**src/rtl/mul_pkg.sv**
```systemverilog
// Shared types and helpers for the iterative shift-add multiplier.
package mul_pkg;

  typedef enum logic [1:0] {
    IDLE = 2'd0,
    BUSY = 2'd1,
    DONE = 2'd2
  } mul_state_e;

  function automatic int unsigned cnt_w(input int unsigned dwidth);
    return $clog2(dwidth);
  endfunction

endpackage

```
**src/rtl/mul_fsm.sv**
```systemverilog
// Control for seq_mul: state register, iteration counter and handshake outputs.
module mul_fsm
  import mul_pkg::*;
#(
  parameter int unsigned DWIDTH = 32
) (
  input  logic clk,
  input  logic rst,
  input  logic in_valid_i,
  input  logic out_ready_i,
  output logic in_ready_o,
  output logic out_valid_o,
  output logic busy_o,
  output logic accept_o,
  output logic step_o,
  output logic finish_o
);

  localparam int unsigned CntW = cnt_w(DWIDTH);

  mul_state_e      state_q, state_d;
  logic [CntW-1:0] cnt_q;

  assign in_ready_o  = (state_q == IDLE);
  assign out_valid_o = (state_q == DONE);
  assign busy_o      = (state_q == BUSY) || (state_q == DONE);
  assign accept_o    = in_ready_o && in_valid_i;
  assign step_o      = (state_q == BUSY);
  // Last iteration: the datapath folds this step into the captured product.
  assign finish_o    = step_o && (cnt_q == '0);

  always_comb begin
    state_d = state_q;
    unique case (state_q)
      IDLE:    if (accept_o) state_d = BUSY;
      BUSY:    if (finish_o) state_d = DONE;
      DONE:    if (out_ready_i) state_d = IDLE;
      default: state_d = IDLE;
    endcase
  end

  always_ff @(posedge clk) begin
    if (rst) begin
      state_q <= IDLE;
      cnt_q   <= '0;
    end else begin
      state_q <= state_d;
      if (accept_o) begin
        cnt_q <= CntW'(DWIDTH - 1);
      end else if (step_o && (cnt_q != '0)) begin
        cnt_q <= cnt_q - 1'b1;
      end
    end
  end

endmodule

```
**src/rtl/seq_mul.sv**
```systemverilog
// Radix-2 shift-add multiplier, DWIDTH x DWIDTH -> 2*DWIDTH, signed or unsigned.
module seq_mul
  import mul_pkg::*;
#(
  parameter int unsigned DWIDTH = 32
) (
  input  logic                clk,
  input  logic                rst,
  input  logic                in_valid_i,
  output logic                in_ready_o,
  input  logic [DWIDTH-1:0]   op_a_i,
  input  logic [DWIDTH-1:0]   op_b_i,
  input  logic                signed_i,
  output logic                out_valid_o,
  input  logic                out_ready_i,
  output logic [2*DWIDTH-1:0] product_o,
  output logic                busy_o
);

  localparam int unsigned PW = 2 * DWIDTH;

  logic              accept, step, finish;
  logic [DWIDTH-1:0] mag_a, mag_b;
  logic [PW-1:0]     mcand_q;
  logic [DWIDTH-1:0] mplier_q;
  logic [PW-1:0]     acc_q, acc_step;
  logic              neg_q;
  logic [PW-1:0]     product_q;

  mul_fsm #(
    .DWIDTH(DWIDTH)
  ) u_fsm (
    .clk        (clk),
    .rst        (rst),
    .in_valid_i (in_valid_i),
    .out_ready_i(out_ready_i),
    .in_ready_o (in_ready_o),
    .out_valid_o(out_valid_o),
    .busy_o     (busy_o),
    .accept_o   (accept),
    .step_o     (step),
    .finish_o   (finish)
  );

  // Signed operands are reduced to magnitudes; the sign is reapplied at the end.
  assign mag_a    = (signed_i && op_a_i[DWIDTH-1]) ? -op_a_i : op_a_i;
  assign mag_b    = (signed_i && op_b_i[DWIDTH-1]) ? -op_b_i : op_b_i;
  assign acc_step = mplier_q[0] ? (acc_q + mcand_q) : acc_q;

  always_ff @(posedge clk) begin
    if (rst) begin
      mcand_q   <= '0;
      mplier_q  <= '0;
      acc_q     <= '0;
      neg_q     <= 1'b0;
      product_q <= '0;
    end else begin
      if (accept) begin
        mcand_q  <= {{DWIDTH{1'b0}}, mag_a};
        mplier_q <= mag_b;
        acc_q    <= '0;
        neg_q    <= signed_i && (op_a_i[DWIDTH-1] ^ op_b_i[DWIDTH-1]);
      end else if (step) begin
        acc_q    <= acc_step;
        mcand_q  <= mcand_q << 1;
        mplier_q <= mplier_q >> 1;
      end
      if (finish) begin
        product_q <= neg_q ? -acc_step : acc_step;
      end
    end
  end

  assign product_o = product_q;

endmodule

```
**config.mk**
```make
export PLATFORM = sky130hd
export DESIGN_NAME = seq_mul
export DESIGN_NICKNAME = d
export VERILOG_FILES = /design/src/rtl/mul_pkg.sv /design/src/rtl/mul_fsm.sv /design/src/rtl/seq_mul.sv
export SDC_FILE = /design/constraint.sdc
export NUM_CORES = 1
export LEC_CHECK = 0
export BUFFER_PORTS_ARGS = -buffer_cell sky130_fd_sc_hd__buf_2
export CAP_MARGIN = 20
export CORE_MARGIN = 3
export CORE_UTILIZATION = 56
export CTS_CLUSTER_SIZE = 30
export DETAILED_ROUTE_END_ITERATION = 8
export GPL_TIMING_DRIVEN = 0
export PLACE_DENSITY = 0.74
export RECOVER_POWER = 50
export SLEW_MARGIN = 15
export SYNTH_ARGS = -nofsm -noshare
export SYNTH_HDL_FRONTEND = slang
export SYNTH_SLANG_ARGS = --single-unit
```
**constraint.sdc**
```tcl
create_clock -name clk -period 5.3 [get_ports clk]
set_input_delay 0.53 -clock clk [delete_from_list [all_inputs] [get_ports clk]]
set_output_delay 0.53 -clock clk [all_outputs]
set_load 0.005 [all_outputs]
```
==> results of run 1 <==
## area by class of cell
type,instances,share of cell area [%]
Buffer,148,3.14
Clock buffer,37,3.83
Clock inverter,11,0.789
Inverter,40,0.763
Multi-Input combinational cell,1860,61.7
Sequential cell,232,23.6
Tap cell,390,2.48
Timing Repair Buffer,147,3.73
## logic make-up after synthesis
logic type               count (synthesis)  share of synthesized area [%]
AO/OA/AOI/OAI                          656                           25.0
buffers and inverters                  190                           4.42
adder cells (fa/ha/maj)                 72                           5.27
multiplexers                           137                           8.02
AND/OR/NAND/NOR                        854                           23.2
flip-flops                             232                           27.0
XOR/XNOR                               141                           7.17
## state kept, by name (all words and copies together), names as in the netlist
signal / count
mplier_q: 32
acc_q: 64
mcand_q: 64
product_o: 64
u_fsm.cnt_q: 5
neg_q: 1
u_fsm.state_q: 2
## synthesized netlist by cell type (all sizes together), types with 22 or more instances
| cell | n | area, um^2 |
|---|---|---|
| a211oi | 141 | 1080 |
| a21o | 22 | 165 |
| a21oi | 191 | 963 |
| a31oi | 25 | 156 |
| and3 | 22 | 138 |
| buf | 43 | 206 |
| clkbuf | 107 | 404 |
| dfxtp | 232 | 4640 |
| ha | 71 | 888 |
| inv | 40 | 150 |
| mux2i | 129 | 1290 |
| nand2 | 221 | 830 |
| nand3 | 48 | 240 |
| nand4 | 45 | 282 |
| nor2 | 314 | 1180 |
| nor3 | 56 | 297 |
| o21ai | 121 | 613 |
| o31ai | 23 | 173 |
| xnor2 | 77 | 674 |
| xor2 | 64 | 561 |
## path summary, 6_finish.rpt
path | start | end | slack, ns | cells after the start
max | acc_q[40] | product_o[54] | 0.13 | 16
min | op_b_i[1] | mplier_q[1] | 0.30 | 3
max reg2reg | acc_q[40] | product_o[54] | 0.13 | 16
min reg2reg | product_o[9] | product_o[9] | 0.45 | 2
## timing repair
item,CTS,global route
setup buffers,0,11
setup endpoints to repair,63,18
pin swaps,1,9
gates resized for setup,28,47
## critical path, cell delays in order (launching register included)
cell and delay (ns):
dfxtp_1 0.37, ha_1 0.29, clkbuf_1 0.39, nand4_1 0.37
nor4_1 0.49, o311ai_2 0.25, a21oi_1 0.39, nor3_2 0.19
xnor2_1 0.19, a21o_1 0.23, nor4bb_1 0.52, or4b_1 0.49
buf_2 0.18, o31ai_1 0.30, xor2_1 0.22, nand2_1 0.09
a21oi_1 0.13
## metal layers
layer | vias up | wire length (um)
met4 | 0 | 4460
met1 | 8670 | 24800
met2 | 799 | 29200
met3 | 235 | 4740
met5 | - | 0
li1 | 8732 | -
## report_power, final
| group | internal, mW | switching, mW |
|---|---|---|
| Clock | 1.14 | 0.780 |
| Sequential | 2.03 | 0.284 |
| Combinational | 1.37 | 2.61 |
| Total | 4.54 | 3.67 |
## stage by stage
step	power (mW)	util (%)	worst slack, ns	instance area (um^2)
finish	8.21	65.7	0.133	19700
detailed placement	6.07	61.5	-1.37	18400
global route	8.63	65.7	-0.0293	19700
global placement	5.99	61.4	-1.29	18400
floorplan	4.93	-	0.723	17200
CTS	8.01	64.8	0.0257	19400
## cells in the final DEF, fill, tap and decap left out, drive strengths merged, types with 10 or more instances in the layout
cell type	n
a21o	22
o31ai	23
dfxtp	232
inv	42
nand2	221
or2	10
o211ai	21
and2	15
nor4	21
nand4	45
a211oi	141
o41ai	10
a21oi	191
buf	151
nor3	56
o21ai	121
ha	71
xnor2	77
xor2	64
o21a	14
a311oi	12
nand2b	20
nand3	48
or3	21
and3	22
mux2i	129
clkbuf	180
nor2	314
nor2b	18
a31oi	25
or4	10
==> flow_summary.ini, run 1 <==
[yosys]
synth_flop_cell = dfxtp_1
synthArstFlopShare_pct = 0
synth.yosys.warnings = 0
yosysSeqAreaShare_pct = 27.0
synth_seq_cells = 232
ys_types = 87
synth_area_mm2 = 0.0172
synth_nets = 2423
avgSynthCellArea_um2 = 7.55
syn_inst = 2282
synth-edff-count = 0

[drt]
wl_um = 63200
drtIter0Drc = 1712
vias = 18436
first_pass_iters = 6
post-route-drc-count = 0
via_per_inst = 6.43
wl_per_cell_um = 22.1
ant_nets = 0

[placement]
hpwl_um = 50300
routabilityCongestion = 1.02
placed_cells = 2808
port_buffers = 135

[global_routing]
grt-ovfl-total = 0
met1_usage_pct = 44.3
grt_max_degree = 20
gr-max-usage-layer = met2
grt_pass1_vias = 17768
track_usage_pct = 36.7
grt_pass1_wl_um = 97500
antenna_found_initial = 0
use_met3_pct = 5.39
met2_usage_pct = 62.9

[clock_network]
tritoncts = done
clk_path_buf_depth = 3
ctsHtreeMaxLevel = 1
hold_buffers = 0
clock_sinks = 232
root_buffer = clkbuf_16
clk_latency_ns = 0.56
cts-buffers-inserted = 27
clk_transition_reported_paths_ns = 0.06

[cells_and_area]
final_cells = 2865
drive_gt1_share_pct = 11.1
layout.nets = 2597
area_growth_pct = 14.2
layout.area.seq_mm2 = 0.00464
n_antenna_cell = 0
fillers = 2658
multiInputGateArea_mm2 = 0.0121

[pwr]
leakagePower_nw = 7.31
ir_worst_vdd_v = 0.000316
power.density_mw_per_mm2 = 417

[floorplanning]
die_area_mm2 = 0.0329
io_pins = 136
rows = 63
start_util_pct = 57.5
fp.dieH_um = 181
core_area_mm2 = 0.0300
die_x_um = 181

[timing]
rsz0062_at_grt = true
finalCritPeriodShare_pct = 97.5
hold_viol = 0
setup_tns_ns = 0
hold_slack_ns = 0.297
drv_slew = 0
finClkSkew_ns = 0.0186
slew_headroom_pct = 24.1
tightest_slew_ns = 1.12
max_freq_mhz = 194
fin_crit_ns = 5.17
finalSetupViolCount = 0

[worst_setup_path]
worst_ep_required_time_ns = 5.77
start_kind = register
cp-end-kind = register
worstPathArrival_ns = 5.64
worst-setup-path-type = register to register
cp_max_fo = 9

[job]
max-cap-violations = 0

[worst_hold_path]
worst_hold_path_type = input port to register

[outcome]
status = finished, final reports clean
Power figures use the tool's default switching activity.
==> inputs of run 2 (changes only) <==
Settings changed: ABC_CLOCK_PERIOD_IN_PS set to 5300, BUFFER_PORTS_ARGS -buffer_cell sky130_fd_sc_hd__buf_2 to -buffer_cell sky130_fd_sc_hd__clkbuf_2.
==> run 2 against run 1 <==
Sequential share of layout area increased by 0.14 points. Via count up 0.52%. Clock power down 5%. Largest power group unchanged. Critical endpoint is now product_o[62]. Core utilization fell by 0.36 points.
==> flow_summary.ini, run 2 (synthesized netlist as in run 1, its figures left out) <==
[timing]
drv_slew = 0
finalCritPeriodShare_pct = 98.0
finalSetupViolCount = 0
fin_crit_ns = 5.19
hold_viol = 0
slew_headroom_pct = 21.5
finClkSkew_ns = 0.0300
hold_slack_ns = 0.254
max_freq_mhz = 193
tightest_slew_ns = 1.16

[clock_network]
clock_sinks = 232
cts-buffers-inserted = 27
hold_buffers = 0
ctsHtreeMaxLevel = 1
clk_path_buf_depth = 3
clk_transition_reported_paths_ns = 0.06
tritoncts = done
root_buffer = clkbuf_16
clk_latency_ns = 0.55

[cells_and_area]
stdcell_area_mm2 = 0.0196
layout.area.seq_mm2 = 0.00465
multiInputGateArea_mm2 = 0.0121
final_common_cell = nor2_1
layout.cells.most_common_list = 312 x nor2_1, 231 x dfxtp_1, 221 x nand2_1
drive_gt1_share_pct = 11.0
fillers = 2676
layout.nets = 2591
area_growth_pct = 13.6

[worst_setup_path]
worst_ep_required_time_ns = 5.77
start_kind = register
worst-setup-path-type = register to register
reg2reg_slack_ns = 0.11
cp_max_fo = 10
cp-end-kind = register
r2r_cells = 16
worstPathArrival_ns = 5.66

[drt]
via_per_inst = 6.49
post-route-drc-count = 0
wl_per_cell_um = 22.2
ant_nets = 0
drtIter0Drc = 1718
vias = 18531
wl_um = 63300
first_pass_iters = 6

[global_routing]
grt_pass1_wl_um = 97600
antenna_found_initial = 1
grt_max_degree = 20
grt_pass1_vias = 17702
grt-ovfl-total = 0
track_usage_pct = 36.9

[worst_hold_path]
worst_hold_path_type = input port to register
min_path_cells = 3

[placement]
hpwl_um = 50600
routabilityCongestion = 1.00
port_buffers = 135
place_area_mm2 = 0.0184

[floorplanning]
fp.dieH_um = 181
io_pins = 136
rows = 63
die_area_mm2 = 0.0329
core_area_mm2 = 0.0300
die_x_um = 181
start_util_pct = 57.5

[pwr]
ir_worst_vdd_v = 0.000323
leakagePower_nw = 7.24
power.density_mw_per_mm2 = 414

[job]
max-cap-violations = 0

[outcome]
status = finished, final reports clean
[run 2: worst max-delay path: stages, from the launching register on]
cell and delay [ns]:
dfxtp_1 0.36, ha_1 0.29, buf_2 0.22, nand4_1 0.37, nor3_2 0.52, nand2_1 0.13, or3_1 0.34, a31oi_1 0.19
nor3b_1 0.15, or4b_4 0.60, or4_4 0.45, or4b_1 0.55, buf_2 0.19, o41ai_2 0.35, xor2_1 0.18, nand2_1 0.08
a21oi_2 0.12
[run 2: cell type report]
class                   instances  share of cell area [%]
diodes                          1                  0.0128
plain buffers                 147                    3.16
clock buffers                  37                    3.80
clock inverters                 7                   0.505
inverters                      40                   0.767
multi-input cells            1860                    62.0
flip-flops and latches        232                    23.7
well taps                     390                    2.49
repair buffers                142                    3.48
[run 2: layer usage]
metal  part of all wire [%]  global-route usage [%]  up-vias
met5                  0.021                       0        -
met4                    6.3                    20.5        2
met3                    7.4                    5.45      221
met2                     47                    62.9      902
met1                     39                    44.5     8702
li1                       -                       -     8704
[run 2: metrics by stage]
step | setup slack [ns] | utilization (%) | instances | power, mW | TNS, ns
2_1_floorplan | 0.723 | - | 2282 | 4.93 | 0
3_3_place_gp | -1.31 | 61.4 | 2807 | 6.00 | -33.65
3_5_place_dp | -1.31 | 61.4 | 2807 | 6.08 | -34.28
4_1_cts | 0.0341 | 64.6 | 2850 | 7.93 | 0
5_1_grt | -0.0400 | 65.3 | 2855 | 8.51 | -0.0505
6_report | 0.108 | 65.3 | 2856 | 8.10 | 0
[run 2: report_power, final]
part / switching (mW) / leakage [nW] / internal [mW]
combinational: 2.61 / 4.94 / 1.36
clock: 0.749 / 0.408 / 1.07
sequential: 0.287 / 1.89 / 2.03
[run 2: what timing repair did]
item                                    in CTS  in global routing
buffers inserted                             0                  6
pin swaps                                    1                 10
endpoints found under the setup margin      61                 18
resized for setup                           29                 49
[run 2: worst paths after layout]
kind,start,endpoint
worst max-delay path,mcand_q[27],product_o[62]
worst min-delay path,op_b_i[1],mplier_q[1]
worst max register to register,mcand_q[27],product_o[62]
worst min register to register,product_o[59],product_o[59]
==> inputs of run 3 (changes only) <==
Settings changed: BUFFER_PORTS_ARGS -buffer_cell sky130_fd_sc_hd__clkbuf_2 to unset, CTS_CLUSTER_SIZE 30 to 12, DONT_BUFFER_PORTS set to 1, PLACE_DENSITY 0.74 to 0.7, SYNTH_HIERARCHICAL set to 1.
==> run 3 against run 2 <==
First-iteration DRC count up 28%. Power grew 6.1%. Core utilization decreased by 3.0 points. Largest cell class unchanged. Via count shrank 5.8%. Combinational power is 6.8% higher. Flip-flop and latch count unchanged. Worst hold slack worse by 0.13 ns. Die area down 0.69%. Largest power group unchanged.
==> flow_summary.ini, run 3 <==
[outcome]
status = finished, final reports clean

[yosys]
synth.yosys.warnings = 6
synth_area_mm2 = 0.0171
synth_top_cells_by_area = dfxtp_1 27%, a211oi_1 7.9%, mux2i_1 6.3%
synthArstFlopShare_pct = 0
avgSynthCellArea_um2 = 7.92
synth.top_cell.area_share_pct = 27.1
synth_seq_cells = 232
ys_types = 102
synthMostInstantiatedCell = nor2_1
synth_nets = 2302
synth-edff-count = 0
syn_inst = 2161
yosys.area.top_type = dfxtp_1
synth_flop_cell = dfxtp_1
synth_common_cells = 258 x nor2_1, 232 x dfxtp_1, 180 x a211oi_1, 151 x nand2_1, 121 x a21oi_1
yosysSeqAreaShare_pct = 27.1

[global_routing]
grt_pass1_wl_um = 96200
track_usage_pct = 36.7
grt-ovfl-total = 0
grt_pass1_vias = 16430
antenna_found_initial = 1
grt_max_degree = 15

[worst_hold_path]
min_path_cells = 2
min_from = signed_i
worst_hold_path_type = input port to register
whs_endpoint = neg_q

[clock_network]
clk_transition_reported_paths_ns = 0.06
ctsHtreeMaxLevel = 1
clk_path_buf_depth = 3
clk_latency_ns = 0.58
clock_sinks = 232
cts-buffers-inserted = 27
tritoncts = done
hold_buffers = 0
root_buffer = clkbuf_16

[cells_and_area]
final_cells = 2601
area_growth_pct = 8.88
final_util_pct = 62.3
final_common_cell = nor2_1
layout.cells.most_common_list = 257 x nor2_1, 232 x dfxtp_1, 178 x a211oi_1
drive_gt1_share_pct = 6.51
layout.nets = 2332
multiInputGateArea_mm2 = 0.0118
n_antenna_cell = 0
fillers = 2762
layout.area.seq_mm2 = 0.00464

[drt]
via_per_inst = 6.71
ant_nets = 0
drtIter0Drc = 2203
first_pass_iters = 6
vias = 17453
wl_per_cell_um = 24.1
wl_um = 62700
post-route-drc-count = 0

[timing]
rsz0062_at_grt = false
slew_headroom_pct = 24.7
fin_crit_ns = 5.18
tightest_slew_ns = 1.13
finalSetupViolCount = 0
max_freq_mhz = 193
finClkSkew_ns = 0.0186
finalCritPeriodShare_pct = 97.7
drv_slew = 0
hold_viol = 0

[worst_setup_path]
worst_ep_required_time_ns = 5.73
worstPathArrival_ns = 5.61
crit_path_frequent_cell = buf_2
cpPeakStageDelay_ns = 0.47
crit_slowest_cell = or4_1
critPathLaunch = mplier_q[0]
cp-end-kind = register
r2r-end = product_o[40]
cp_num_buf_inv = 7
reg2reg_slack_ns = 0.12
worstPathCellList = clkbuf_1 -> buf_2 -> clkbuf_4 -> buf_2 -> buf_2 -> buf_2 -> buf_2 -> mux2i_1 -> nand4_1 -> or4_1 -> o41ai_1 -> xnor2_1 -> mux2i_1 -> nor2_1
r2r_start = mplier_q[0]
cp_max_fo = 10
r2r_cells = 14
crit_family = buffers and inverters
start_kind = register
worst-setup-path-type = register to register

[job]
max-cap-violations = 0

[pwr]
leakagePower_nw = 6.71
power_mw = 8.59
power.density_mw_per_mm2 = 461
ir_worst_vdd_v = 0.000306

[floorplanning]
io_pins = 136
die_x_um = 181
start_util_pct = 57.3
core_area_mm2 = 0.0299
fp.dieH_um = 181
die_area_mm2 = 0.0327
rows = 63

[placement]
placed_cells = 2552
hpwl_um = 48600
routabilityCongestion = 1.01
port_buffers = 0
==> run 3: worst max-delay path by stage <==
stage,to,cells past startpoint
finish,product_o[40],14
CTS,product_o[63],15
floorplan,product_o[63],16
detailed placement,product_o[55],12
global route,product_o[63],15
global placement,product_o[55],12
==> run 3: cell families (layout without fill, tap and decap cells) <==
logic type / Yosys count / in the layout / share of synthesized area, %
buffers and inverters: 183 / 233 / 4.16
AOI/OAI and AO/OA: 667 / 667 / 27.5
DFF: 232 / 232 / 27.1
xor gates and xnor gates: 142 / 142 / 7.27
and+or+nand+nor: 746 / 746 / 21.6
muxes: 119 / 119 / 7.06
adders and majority gates: 72 / 72 / 5.31
==> run 3: timing repair <==
action / 4_1_cts / 5_1_grt
pin swaps: 0 / 1
endpoints found under the setup margin: 16 / 10
resized for setup: 4 / 17
buffers inserted: 0 / 0
==> run 3: cell type report <==
cell class                      count  area share (%)
Clock buffer                       42            4.36
Multi-Input combinational cell   1746            63.5
Clock inverter                      7           0.685
Inverter                           41           0.826
Buffer                            142            3.03
Sequential cell                   232            24.9
Tap cell                          390            2.62
Timing Repair Buffer                1          0.0202
==> run 3: worst register-to-register path, cell delays in order (launching register included) <==
cell and delay (ns):
dfxtp_1 0.30, clkbuf_1 0.39, buf_2 0.47, clkbuf_4 0.42, buf_2 0.38, buf_2 0.42, buf_2 0.39, buf_2 0.42
mux2i_1 0.41, nand4_1 0.15, or4_1 0.47, o41ai_1 0.44, xnor2_1 0.17, mux2i_1 0.16, nor2_1 0.05
==> run 3: through the flow <==
stage / area, um^2 / setup TNS, ns / worst slack [ns] / hold WS, ns
2_1_floorplan: 17100 / 0 / 1.14 / 0.455
3_3_place_gp: 17600 / -2.91 / -0.375 / 0.479
3_5_place_dp: 17600 / -2.04 / -0.296 / 0.490
4_1_cts: 18600 / 0 / 0.138 / 0.107
5_1_grt: 18600 / 0 / 0.00671 / 0.131
6_report: 18600 / 0 / 0.123 / 0.123
==> run 3: report_power, final <==
group          switching, mW  internal, mW  total, mW  leakage (nW)
clock network          0.814          1.20       2.01         0.459
registers              0.305          2.04       2.34          1.89
logic                   2.86          1.38       4.24          4.36
==> run 3: per-layer routing <==
| metal | part of all wire, % | wire length, um | vias up | GRT usage, % |
|---|---|---|---|---|
| met3 | 12 | 7530 | 115 | 8.13 |
| met2 | 41 | 25500 | 921 | 52.9 |
| met5 | 0.021 | 13 | - | 0 |
| met4 | 3.1 | 1940 | 2 | 10.0 |
| li1 | - | - | 8090 | - |
| met1 | 44 | 27700 | 8325 | 55.1 |
